===== config.mk =====
export PLATFORM = sky130hd
export DESIGN_NAME = memory_stage_block
export DESIGN_NICKNAME = d
export VERILOG_FILES = /design/src/rtl/memory_stage_block.sv
export SDC_FILE = /design/constraint.sdc
export NUM_CORES = 2
export LEC_CHECK = 0
export ABC_AREA = 1
export CORE_MARGIN = 2
export CORE_UTILIZATION = 35
export CTS_CLUSTER_DIAMETER = 120
export DETAILED_ROUTE_END_ITERATION = 10
export HOLD_SLACK_MARGIN = 0.15
export SYNTH_ARGS = -nofsm -noshare
export SYNTH_HDL_FRONTEND = slang
export SYNTH_SLANG_ARGS = --single-unit

===== constraint.sdc =====
create_clock -name clk -period 1.75 [get_ports clk]
set_clock_uncertainty 0.1 [all_clocks]
set_input_delay 0.2625 -clock clk [delete_from_list [all_inputs] [get_ports clk]]
set_output_delay 0.2625 -clock clk [all_outputs]
set_load 0.05 [all_outputs]

===== src/rtl/memory_stage_block.sv =====
// Memory (MEM) stage of the 8-bit pipeline.
// Loads and stores target a 256 x 8 data memory through a one-entry posted
// write buffer. A load that hits the buffered address is forwarded from the
// buffer. The stage registers the write-back byte, the register-write field
// and a forwarding flag for the write-back stage.
module memory_stage_block (
  input  logic       clk,
  input  logic       reset,           // asynchronous, active-low
  input  logic [7:0] ans_ex,
  input  logic [7:0] data_out,
  input  logic       mem_en_ex,
  input  logic       mem_rw_ex,
  input  logic       mem_mux_sel_ex,
  input  logic [4:0] RW_ex,
  output logic [7:0] ans_mem,
  output logic [4:0] RW_mem,
  output logic       fwd_hit_mem
);

  localparam int unsigned DEPTH = 256;

  // Data memory and posted write buffer
  logic [7:0] mem_q [DEPTH];
  logic       wb_valid_q, wb_valid_d;
  logic [7:0] wb_addr_q,  wb_addr_d;
  logic [7:0] wb_data_q,  wb_data_d;

  // Pipeline output registers
  logic [7:0] ans_mem_q, ans_mem_d;
  logic [4:0] rw_mem_q,  rw_mem_d;
  logic       fwd_hit_q, fwd_hit_d;

  // Combinational read path
  logic       buf_match;
  logic       is_store;
  logic       hit;
  logic [7:0] rd_data;

  // Read path: the buffer shadows memory for its address, so a load right
  // behind a store sees the new value. A store reads the old content of its
  // address here, which gives read-before-write when it selects memory data.
  always_comb begin
    // NOTE: every signal gets a default before any branch, so no path through
    // this block leaves a value unassigned and no latch is inferred.
    rd_data   = 8'h00;
    buf_match = wb_valid_q && (wb_addr_q == ans_ex);
    is_store  = mem_en_ex && mem_rw_ex;
    hit       = mem_en_ex && !mem_rw_ex && buf_match;
    if (mem_en_ex) begin
      rd_data = buf_match ? wb_data_q : mem_q[ans_ex];
    end
  end

  // Next-state: capture a new store into the buffer, select the write-back byte
  always_comb begin
    wb_valid_d = is_store;
    wb_addr_d  = wb_addr_q;
    wb_data_d  = wb_data_q;
    if (is_store) begin
      wb_addr_d = ans_ex;
      wb_data_d = data_out;
    end
    ans_mem_d = mem_mux_sel_ex ? rd_data : ans_ex;
    rw_mem_d  = RW_ex;
    fwd_hit_d = hit;
  end

  // Buffer and pipeline registers; a pending store is discarded on reset
  always_ff @(posedge clk or negedge reset) begin
    // NOTE: sequential state uses non-blocking assignments so every register
    // samples the pre-edge values regardless of statement order.
    if (!reset) begin
      wb_valid_q <= 1'b0;
      wb_addr_q  <= 8'h00;
      wb_data_q  <= 8'h00;
      ans_mem_q  <= 8'h00;
      rw_mem_q   <= 5'b00000;
      fwd_hit_q  <= 1'b0;
    end else begin
      wb_valid_q <= wb_valid_d;
      wb_addr_q  <= wb_addr_d;
      wb_data_q  <= wb_data_d;
      ans_mem_q  <= ans_mem_d;
      rw_mem_q   <= rw_mem_d;
      fwd_hit_q  <= fwd_hit_d;
    end
  end

  // Memory array: the buffered store commits on the edge after it was captured
  always_ff @(posedge clk or negedge reset) begin
    // NOTE: the array must read as all zeros after reset, so it is built from
    // resettable flops rather than a RAM macro; this is intentional.
    if (!reset) begin
      for (int i = 0; i < DEPTH; i++) begin
        mem_q[i] <= 8'h00;
      end
    end else if (wb_valid_q) begin
      mem_q[wb_addr_q] <= wb_data_q;
    end
  end

  assign ans_mem     = ans_mem_q;
  assign RW_mem      = rw_mem_q;
  assign fwd_hit_mem = fwd_hit_q;

endmodule

==> flow_metrics.py <==
metrics = {
    "run_status": {
        "outcome": "complete, but fails checks",
        "violations": "setup timing",
    },
    "placed_design": {
        "hpwl_microns": 211000,
        "dpl-instance-area_sq_um": 106000,
        "portBuffers": 39,
        "globalplace.congestion": 0.922,
    },
    "power": {
        "switching_share": 0.275,
        "internal_power_mw": 85.5,
        "p_per_area_nw_per_um2": 1000,
        "switchingPower_mw": 32.3,
        "seqPwrFrac": 0.441,
        "cellLeakagePower_nw": 51.9,
        "p_comb_frac": 0.128,
        "vdd_drop_max_uv": 873,
        "power.clock.fraction": 0.431,
    },
    "clocking": {
        "worstSkewPairLatency_ns": 0.92,
        "cts_max_level": 4,
        "root_buffer": "clkbuf_16",
        "clk_pin_slew_ns": 0.06,
        "cts_tree": "built",
        "numCtsBuffers": 236,
        "cts_sinks": 2079,
        "clock_path_buffers": 4,
    },
    "finish": {
        "fillers": 26100,
        "area_growth_pct": 25.1,
        "layout_commonest_cell": "nand2_1",
        "drive_gt1_frac": 0.142,
        "nets": 12000,
        "final_cell_mix": "4091 x nand2_1, 2068 x dfrtp_1, 2007 x nand3_1",
        "fin_area_sq_um": 117000,
    },
    "synth": {
        "yosys.area_share.simple": 0.289,
        "synth_xor_xnor_area_share": 0.0000933,
        "synth_seq_area_share": 0.554,
        "synth_fa_ha_area_frac": 0,
        "syn_area_per_cell_sq_um": 8.03,
        "synth.net_count": 11700,
        "yosys_register_bits": 2079,
        "yosysUniqueCellTypes": 26,
        "syn-cell-area_sq_um": 93900,
        "synth_compound_area_frac": 0.111,
        "synth_top_family_by_area": "simple AND/OR/NAND/NOR gates",
        "synth_mux_area_frac": 0,
        "yosys_warnings": 0,
        "synthCells": 11700,
    },
    "critical_path": {
        "slowest_delay_ns": 0.41,
        "crit_type": "reg2reg",
        "crit_fanout": 16,
        "r2r_cells": 10,
        "path_cells": "buf_12, nor2_4, inv_4, nor3_4, buf_4, clkbuf_16, buf_4, nand2_4, nand2_1, o21ai_1",
        "cp-end-kind": "register",
        "cp-start-kind": "register",
        "worstPathArrival_ns": 2.72,
        "cp.required_ns": 2.39,
        "cp_slowest_cell": "dfrtp_1",
        "crit_top_cell": "buf_4",
    },
    "global_route": {
        "grt_use_total": 0.239,
        "grt_max_degree": 114,
        "grt_pass1_vias": 80000,
        "grt-ovfl-total": 0,
        "grt_pass1_wl_microns": 507000,
        "antenna_found_initial": 5,
    },
    "floorplan": {
        "io_pins": 40,
        "rows": 190,
        "core_area_sq_um": 267000,
        "die_width_microns": 522,
        "die_h_microns": 522,
        "die_area_sq_um": 272000,
        "start_util": 0.351,
    },
    "job": {
        "maxCapViolCount": 0,
    },
    "sta": {
        "setup_tns_ns": -324.01,
        "finalHoldViolCount": 0,
        "rsz0062_at_grt": "true",
        "worst-slew-pin-transition_ns": 0.712,
        "setup_viol": 2064,
        "fmax_mhz": 482,
        "fin_crit_ns": 2.07,
        "setup_ws_ns": -0.324,
        "fin_crit_sh": 1.19,
        "slew_headroom": 0.525,
        "drv_slew": 0,
    },
    "routing": {
        "drt_iter0_markers": 8836,
        "top_layer": "met5",
        "dr.pass1.iters": 6,
        "wl_per_cell_microns": 21.0,
        "routed_wl_microns": 331000,
        "wl_met3_microns": 24600,
        "met1_length_microns": 145000,
        "vias": 83900,
        "ant_nets": 0,
        "viasPerCell": 5.33,
        "drc": 0,
        "met2_length_microns": 147000,
    },
    "hold_path": {
        "hold_depth": 4,
        "hp-class": "in2reg",
    },
}
[area by class of cell]
| cell class | count | area, sq um | share of cell area |
|---|---|---|---|
| clock buffer | 327 | 6820 | 0.0581 |
| multi-input combinational | 8608 | 39900 | 0.340 |
| inverter | 56 | 340 | 0.00290 |
| timing repair buffer | 1034 | 12800 | 0.109 |
| clock inverter | 86 | 1050 | 0.00895 |
| tap | 3552 | 4440 | 0.0379 |
| sequential | 2079 | 52000 | 0.443 |
| antenna | 2 | 5.00 | 0.0000426 |
[timing repair]
item                                    4_1_cts  5_1_grt
pin swaps                                    39       13
cloned                                       38       16
hold buffers                                 27        0
endpoints found under the setup margin     2062     2071
gates resized for setup                     376      174
buffers inserted                             49       34
endpoints found under the hold margin      2104        0
[synthesized netlist by cell type]
cell type | count | area [sq um]
buf_6 | 2 | 22.5
o2111ai_1 | 1 | 8.76
nand2_1 | 4275 | 16000
dfrtp_1 | 2079 | 52000
o21ai_1 | 815 | 4080
nor3b_1 | 1 | 7.51
buf_4 | 11 | 82.6
o221a_2 | 1 | 11.3
nand3_1 | 2034 | 10200
xnor2_1 | 1 | 8.76
o21ai_0 | 1155 | 5780
nor3_1 | 1 | 5.00
inv_1 | 37 | 139
clkbuf_1 | 639 | 2400
buf_1 | 51 | 191
inv_2 | 16 | 60.1
nor3_2 | 17 | 170
buf_2 | 268 | 1340
nor2_2 | 8 | 50.1
nand2_2 | 21 | 131
a21oi_1 | 106 | 531
nand4_1 | 7 | 43.8
nor2_1 | 134 | 503
o22ai_1 | 3 | 18.8
clkinv_1 | 3 | 11.3
nor3_4 | 2 | 32.5
[path summary, 6_finish.rpt]
| kind | from | to | slack (ns) |
|---|---|---|---|
| worst min-delay path | mem_mux_sel_ex | ans_mem[7] | 0.20 |
| worst min register to register | mem_q[661] | mem_q[661] | 0.38 |
| worst max register to register | wb_addr_q[1] | mem_q[1591] | -0.32 |
| worst max-delay path | wb_addr_q[1] | mem_q[1591] | -0.32 |
| max in group asynchronous | reset | mem_q[962] | 0.15 |
| min in group asynchronous | reset | mem_q[518] | 0.45 |
[worst max-delay path, delay by kind of cell, from the launching register on]
| family | cells | cell delay [ns] |
|---|---|---|
| buffers and inverters | 5 | 0.81 |
| AND/OR/NAND/NOR | 4 | 0.51 |
| flip-flops | 1 | 0.41 |
| AO/OA/AOI/OAI | 1 | 0.06 |
[metrics by stage]
step	instances	util	power (mW)	worst slack [ns]	hold WS, ns
final	15700	0.439	118	-0.324	0.198
after detailed placement	15200	0.395	66.9	-0.964	0.0340
after global placement	15200	0.395	66.8	-0.936	0.0347
after global routing	15700	0.439	122	-0.370	0.196
after floorplan	11700	-	59.5	-0.0801	-0.133
after CTS	15700	0.434	118	-0.260	0.182
[power by group through the flow]
stage,Combinational [mW],Sequential (mW),Clock (mW)
global route,16.3,52.1,53.5
detailed placement,14.3,52.7,0
finish,15.1,51.9,50.8
global placement,14.2,52.6,0
CTS,14.8,51.9,51.5
floorplan,7.21,52.3,0
[per-layer routing]
metal	up-vias	global-route usage
met5	-	0
met4	6	0.0915
met3	607	0.0372
met2	3057	0.366
met1	40800	0.338
li1	39500	-
[logic make-up after synthesis]
family          Yosys count
simple gates           6500
compound gates         2081
buf+inv                1027
xor+xnor                  1
flops                  2079
[state kept, by name, summed over array words and instances, names as in the netlist]
name	flops
fwd_hit_mem	1
mem_q	2048
ans_mem	8
RW_mem	5
wb_addr_q	8
wb_data_q	8
wb_valid_q	1
Power figures use the tool's default switching activity.
